**src/rtl/song_reader.sv**
```systemverilog
// -----------------------------------------------------------------------------
// song_reader
// Walks the 32 entries of one song in the song ROM, fetching each
// {note, duration} word through the ROM's one-cycle registered read port,
// presenting it to the note player with a one-cycle new_note strobe, and
// waiting for the player's note_done before moving on. A word with a zero
// duration field marks the end of a song; reaching it (or finishing index 31)
// produces a one-cycle song_done pulse.
//
// Build option:
//   SONG_READER_LOOP_EN  defined   : after a song ends the reader returns to
//                                    IDLE and, with play held high, restarts
//                                    the song from index 0.
//                        undefined : after a song ends the reader parks in
//                                    STOPPED until play drops or song changes.
//
// Ports:
//   i_clk        system clock, rising edge
//   i_reset_n    asynchronous active-low reset
//   i_play       1 = allowed to fetch new notes, 0 = hold between notes
//   i_song       song select
//   o_rom_addr   ROM address {song_q, idx}, combinational from registers
//   i_rom_dout   ROM word, [11:6] note, [5:0] duration, valid 1 cycle after addr
//   o_new_note   one-cycle strobe, o_note/o_duration valid with it
//   o_note       registered note code (0 = rest)
//   o_duration   registered duration
//   i_note_done  one-cycle pulse from the player when the note has elapsed
//   o_song_done  one-cycle pulse at the end of a song
// -----------------------------------------------------------------------------
module song_reader #(
  parameter int SONG_BITS  = 2,
  parameter int INDEX_BITS = 5
) (
  input  logic                            i_clk,
  input  logic                            i_reset_n,
  input  logic                            i_play,
  input  logic [SONG_BITS-1:0]            i_song,
  output logic [SONG_BITS+INDEX_BITS-1:0] o_rom_addr,
  input  logic [11:0]                     i_rom_dout,
  output logic                            o_new_note,
  output logic [5:0]                      o_note,
  output logic [5:0]                      o_duration,
  input  logic                            i_note_done,
  output logic                            o_song_done
);

  typedef enum logic [2:0] {
    S_IDLE,
    S_FETCH,
    S_WAIT,
    S_ISSUE,
    S_PLAYING,
    S_END
`ifdef SONG_READER_LOOP_EN
`else
    , S_STOPPED
`endif
  } state_t;

  state_t                r_state;
  state_t                w_state_next;
  logic [INDEX_BITS-1:0] r_idx;
  logic [INDEX_BITS-1:0] w_idx_next;
  logic [SONG_BITS-1:0]  r_song_q;
  logic                  w_song_chg;
  logic                  w_capture;

  assign w_song_chg = (i_song != r_song_q);
  assign o_rom_addr = {r_song_q, r_idx};

  always_ff @(posedge i_clk or negedge i_reset_n) begin
    if (!i_reset_n) begin
      r_state    <= S_IDLE;
      r_idx      <= '0;
      r_song_q   <= '0;
      o_note     <= '0;
      o_duration <= '0;
    end else begin
      r_state  <= w_state_next;
      r_idx    <= w_idx_next;
      r_song_q <= i_song;
      if (w_capture) begin
        o_note     <= i_rom_dout[11:6];
        o_duration <= i_rom_dout[5:0];
      end
    end
  end

  always_comb begin
    w_state_next = r_state;
    w_idx_next   = r_idx;
    w_capture    = 1'b0;
    o_new_note   = 1'b0;
    o_song_done  = 1'b0;
    // A song change overrides everything else in the same cycle, including
    // the strobes, a pending note_done and the end-of-song marker.
    if (w_song_chg) begin
      w_state_next = S_IDLE;
      w_idx_next   = '0;
    end else begin
      case (r_state)
        S_IDLE: begin
          if (i_play) w_state_next = S_FETCH;
        end
        S_FETCH: begin
          w_state_next = S_WAIT;
        end
        S_WAIT: begin
          // Zero duration is the end-of-song marker, never issued as a note.
          if (i_rom_dout[5:0] == 6'd0) begin
            w_state_next = S_END;
          end else begin
            w_capture    = 1'b1;
            w_state_next = S_ISSUE;
          end
        end
        S_ISSUE: begin
          o_new_note   = 1'b1;
          w_state_next = S_PLAYING;
        end
        S_PLAYING: begin
          if (i_note_done) begin
            if (r_idx == {INDEX_BITS{1'b1}}) begin
              w_state_next = S_END;
            end else begin
              w_idx_next   = r_idx + 1'b1;
              w_state_next = i_play ? S_FETCH : S_IDLE;
            end
          end
        end
        S_END: begin
          o_song_done = 1'b1;
          w_idx_next  = '0;
`ifdef SONG_READER_LOOP_EN
          w_state_next = S_IDLE;
`else
          w_state_next = S_STOPPED;
`endif
        end
`ifdef SONG_READER_LOOP_EN
`else
        S_STOPPED: begin
          // Leaving requires play to drop; a song change is handled above.
          if (!i_play) w_state_next = S_IDLE;
        end
`endif
        default: begin
          w_state_next = S_IDLE;
        end
      endcase
    end
  end

endmodule

```
**config.mk**
```make
export PLATFORM = sky130hd
export DESIGN_NAME = song_reader
export DESIGN_NICKNAME = d
export VERILOG_FILES = /design/src/rtl/song_reader.sv
export SDC_FILE = /design/constraint.sdc
export NUM_CORES = 1
export LEC_CHECK = 0
export ABC_AREA = 1
export BUFFER_PORTS_ARGS = -buffer_cell sky130_fd_sc_hd__buf_2
export CAP_MARGIN = 40
export CORE_MARGIN = 3
export CORE_UTILIZATION = 30
export DETAILED_ROUTE_END_ITERATION = 8
export PLACE_DENSITY = 0.52
export SETUP_SLACK_MARGIN = 0.4
export SLEW_MARGIN = 10
export SYNTH_ARGS = -nofsm -noshare
export SYNTH_HDL_FRONTEND = slang
export SYNTH_SLANG_ARGS = --single-unit
export TNS_END_PERCENT = 1
```
**constraint.sdc**
```tcl
create_clock -name i_clk -period 1.8 [get_ports i_clk]
set_input_delay 0.09 -clock i_clk [delete_from_list [all_inputs] [get_ports i_clk]]
set_output_delay 0.09 -clock i_clk [all_outputs]
set_load 0.05 [all_outputs]
```
Yosys cells after proc, flatten, opt, wreduce, memory -nomap -nowiden
Cells that the tools add are included.
{ "classes": {"n_reduce_logical": 5, "mux": 19, "n_addsub": 1, "n_eq_ne": 12} }
{ "op_table": {"columns": ["operator", "n"], "rows": [
  ["one-hot mux 3 bit (7 select lines)", 1],
  ["2-to-1 mux 3 bit", 6],
  ["2-to-1 mux 5 bit", 3],
  ["inequality test 3 bit, second input constant", 4],
  ["one-hot mux 5 bit (2 select lines)", 1],
  ["== test 3 bit, second input constant", 3],
  ["2-to-1 mux 1 bit", 8],
  ["== test 3 x 2 -> 1 bit, second input constant", 2],
  ["zero test 6 bit", 1],
  ["AND reduction 3 bit", 2],
  ["adder 5 x 1 -> 5 bit, second input constant", 1],
  ["== test 5 bit, second input constant", 1],
  ["== test 3 x 1 -> 1 bit, second input constant", 1],
  ["zero test 3 bit", 1],
  ["nonzero test 3 bit", 1],
  ["inequality test 2 bit", 1]
]} }
{ "totals": {"elab_cells": 42, "ff_bits": 22} }

Logic depth before layout (Yosys ltp)
{ "depth": {"depth_word": 5, "depth_mapped": 10, "ltp_nobuf": 10} }

Worst setup path before layout
Ideal clock, no wire load.
{ "synth_timing": {"path_type": "reg-to-output", "start": "register r_song_q[0]", "end": "output o_new_note", "path_stages_with_launch": 7, "arrival_ps": 2040, "required_time_ps": 1710, "setup_slack_ps": -330, "cell_sequence": "dfrtp_1 inv_1 nand2_1 nand2_2 inv_1 nand2_1 nor3_1"} }
{ "synth_via": {"elab_chain_len": 2} }
{ "synth_lines": {"columns": ["element", "line_no", "text"], "rows": [
  ["start, declared", "64", "logic [SONG_BITS-1:0] r_song_q;"],
  ["start signal, assigned", "81", "r_song_q <= i_song;"],
  ["inequality test 2 bit", "68", "assign w_song_chg = (i_song != r_song_q);"],
  ["2-to-1 mux 1 bit", "97", "if (w_song_chg) begin"],
  ["end, declared", "40", "output logic o_new_note,"]
]} }
Every way passes these cells.

Final worst setup path
{ "layout_timing": {"start": "register r_idx[0]", "end": "register r_idx[1]"} }
{ "layout_via": {"elab_chain_len": 5, "word_cells_on_any_way": 8, "cone_classes": "add/sub: 1; eq/ne: 2; mux: 4; reduce/logical: 1"} }
{ "layout_lines": {"columns": ["element", "line_no", "text"], "rows": [
  ["start, declared", "62", "logic [INDEX_BITS-1:0] r_idx;"],
  ["start signal, assigned", "80", "r_idx <= w_idx_next;"],
  ["adder 5 x 1 -> 5 bit", "126", "w_idx_next = r_idx + 1'b1;"],
  ["2-to-1 mux 5 bit", "123", "if (r_idx == {INDEX_BITS{1'b1}}) begin"],
  ["2-to-1 mux 5 bit", "122", "if (i_note_done) begin"],
  ["one-hot mux 5 bit (2 select lines)", "101", "case (r_state)"],
  ["2-to-1 mux 5 bit", "97", null]
]} }
Several ways; a longest one is shown, not always the timed one. The select of a mux whose other input is x is not followed.
A chain may end at the register's enable or synchronous reset.

==> flow_metrics.py <==
metrics = {
    "yosys": {
        "avgSynthCellArea_um2": 7.59,
        "synth_fa_ha_area_frac": 0.0220,
        "syn_area_um2": 1140,
        "synthXorXnorAreaFrac": 0.00769,
        "synth-seq-cells": 22,
        "yosysSeqAreaShare": 0.484,
        "synth_simple_gate_area_frac": 0.410,
        "ys_warn_count": 0,
        "synthCells": 150,
        "synthesis.nets": 170,
        "synth_top_family_by_area": "simple AND/OR/NAND/NOR gates",
        "synth.distinct_cells": 20,
        "synth.area.mux_share": 0,
        "synth_compound_area_frac": 0.0132,
    },
    "critical_path": {
        "crit_path_end_kind": "register",
        "cp_slowest_stage_delay_ns": 0.44,
        "path_class": "reg -> reg",
        "ff2ff_path_depth": 9,
        "arrival_ns": 1.66,
        "startpoint_type": "register",
        "cpMaxStageDelayCell": "dfrtp_2",
        "crit_required_ns": 1.96,
        "cp_cell_sequence": "ha_4, nand2_4, nor2_4, ha_4, nor2_4, nand3b_1, nand2_2, nand2_1, nand2_1",
        "r2r-end": "r_idx[1]$_DFFE_PN0P_",
        "cp_max_fo": 5,
        "reg2reg_slack_ns": 0.30,
        "r2r-start": "r_idx[0]$_DFFE_PN0P_",
    },
    "finish": {
        "num-fill-cells": 362,
        "fin_area_um2": 1570,
        "final_common_cell": "nand2_1",
        "syn_to_final_growth_pct": 38.0,
        "final_cell_mix": "nand2_1, buf_2, dfrtp_1, nor2_1, inv_1",
        "finalNonFillerCells": 242,
        "drive_gt1_frac": 0.321,
        "antennaDiodeCount": 0,
        "nets": 217,
    },
    "min_path": {
        "min_from": "i_rom_dout[11]",
        "min_to": "o_note[5]$_DFFE_PN0P_",
        "hp-class": "in -> reg",
        "hold_path_depth": 3,
    },
    "grt": {
        "grt_pass1_wl_um": 4510,
        "track_usage": 0.131,
        "antenna_found_initial": 0,
        "grt_max_degree": 23,
        "grt_pass1_vias": 1041,
        "overflow": 0,
    },
    "clocking": {
        "clk_latency_ns": 0.26,
        "path_clk_slew_ns": 0.08,
        "numClockSinks": 22,
        "cts_tree": "yes",
        "cts-root-buf": "clkbuf_8",
        "h-tree-depth": 1,
        "clk_path_buf_depth": 2,
        "numCtsBuffers": 3,
    },
    "routing": {
        "viasPerCell": 4.34,
        "ant_nets": 0,
        "num_vias": 1050,
        "drc": 0,
        "wire_per_inst_um": 11.0,
        "drt-total-wl_um": 2670,
        "first_pass_iters": 4,
        "drt_iter0_markers": 33,
    },
    "floorplanning": {
        "dieArea_um2": 4570,
        "std_cell_rows": 21,
        "coreArea_um2": 3490,
        "die_h_um": 67.6,
        "start_util": 0.326,
        "num_io_pins": 39,
        "die_w_um": 67.6,
    },
    "sta": {
        "skew_ns": 0.000877,
        "fin_crit_sh": 0.834,
        "setup_viol": 0,
        "rsz0062_at_grt": "yes",
        "max_freq_mhz": 666,
        "finalMaxSlewViolations": 0,
        "timing.hold.ws_ns": 0.0155,
        "fin_crit_ns": 1.50,
        "hold_viol": 0,
        "worstMarginPinSlew_ns": 0.521,
        "slew_headroom": 0.653,
        "tns_ns": 0,
    },
    "placement": {
        "dp_cells": 232,
        "dpl_cell_area_um2": 1410,
        "gp_congestion": 0.779,
        "numPortBuffers": 38,
        "hpwl_um": 1980,
    },
    "power": {
        "combPwrFrac": 0.408,
        "peakVddDrop_mv": 0.753,
        "clkPwrFrac": 0.238,
        "p_int_mw": 1.10,
        "switchingPower_uw": 862,
        "leakage_nw": 0.899,
        "p_seq_frac": 0.354,
        "p_sw_frac": 0.440,
        "powerDensity_nw_per_um2": 1250,
    },
    "status": {
        "status": "finished, final reports clean",
    },
    "job": {
        "cap_viol_max_count": 0,
    },
}
## per-layer routing
metal	GRT usage	routed length (um)	vias to the layer above
met5	0	0	-
met3	0.0433	185	2
li1	-	-	555
met4	0.0304	12	0
met1	0.153	1170	464
met2	0.230	1300	29
## repair_timing
item | CTS | global route
pin swaps | 1 | 4
buffers inserted | 2 | 1
hold buffers | 3 | 0
gates resized for setup | 6 | 4
setup endpoints to repair | 20 | 21
hold endpoints to repair | 24 | 0
## registers in the layout (all words and copies together) (netlist names)
name	flops
o_duration	6
o_note	6
r_idx	5
r_song_q	2
r_state	3
## cells in the mapped netlist
| cell type | n | area share |
|---|---|---|
| xor2_1 | 1 | 0.0077 |
| nand2_2 | 4 | 0.022 |
| o21ai_0 | 2 | 0.0088 |
| nand3_1 | 11 | 0.048 |
| nand4_1 | 3 | 0.016 |
| nand2_1 | 62 | 0.20 |
| buf_2 | 1 | 0.0044 |
| and2_1 | 1 | 0.0055 |
| inv_2 | 1 | 0.0033 |
| nand3_4 | 1 | 0.015 |
| buf_6 | 1 | 0.0099 |
| ha_1 | 2 | 0.022 |
| o21ai_1 | 1 | 0.0044 |
| nand3b_1 | 1 | 0.0066 |
| or2_2 | 1 | 0.0055 |
| nor2_8 | 1 | 0.018 |
| nor3_1 | 2 | 0.0088 |
| nor2_1 | 18 | 0.059 |
| inv_1 | 14 | 0.046 |
| dfrtp_1 | 22 | 0.48 |
## worst max path at each step
stage,start,endpoint,slack [ns],cells past startpoint
final,r_idx[0]$_DFFE_PN0P_,r_idx[1]$_DFFE_PN0P_,0.30,9
after global routing,r_idx[0]$_DFFE_PN0P_,r_idx[4]$_DFFE_PN0P_,0.19,9
after CTS,r_idx[0]$_DFFE_PN0P_,r_idx[4]$_DFFE_PN0P_,0.28,9
after detailed placement,r_idx[0]$_DFFE_PN0P_,r_idx[4]$_DFFE_PN0P_,0.24,9
after global placement,r_idx[0]$_DFFE_PN0P_,r_idx[1]$_DFFE_PN0P_,0.28,9
after floorplan,r_idx[0]$_DFFE_PN0P_,r_idx[2]$_DFFE_PN0P_,0.16,9
## stage by stage
step,utilization,power (mW),worst slack (ns)
6_report,0.450,1.96,0.299
2_1_floorplan,-,1.30,0.161
3_3_place_gp,0.402,1.49,0.285
5_1_grt,0.450,2.08,0.190
3_5_place_dp,0.402,1.50,0.238
4_1_cts,0.441,1.99,0.280
## power groups by stage
stage	clock [mW]	sequential [mW]	combinational (mW)
floorplan	0	1.13	0.162
CTS	0.483	0.697	0.808
global route	0.505	0.715	0.860
global placement	0	0.700	0.789
finish	0.466	0.695	0.800
detailed placement	0	0.702	0.796
## area by class of cell
type	instances	area (um2)	area share
Clock buffer	3	41.3	0.0263
Clock inverter	1	30.0	0.0191
Inverter	15	58.8	0.0374
Multi-Input combinational cell	111	579	0.369
Sequential cell	22	553	0.352
Tap cell	46	57.6	0.0366
Timing Repair Buffer	44	251	0.160
## worst max-delay path: cells and delay by family, from the launching register on
family | cells | cell delay [ns]
adders and majority gates | 2 | 0.33
DFF | 1 | 0.44
and+or+nand+nor | 7 | 0.61
## logic make-up (layout without fill, tap and decap cells)
group           after synthesis  after routing
fa+ha+maj                     2              2
buf+inv                      17             63
simple gates                105            105
xor+xnor                      1              1
flops                        22             22
compound gates                3              3
No activity file was read; power rests on OpenSTA's default activity.
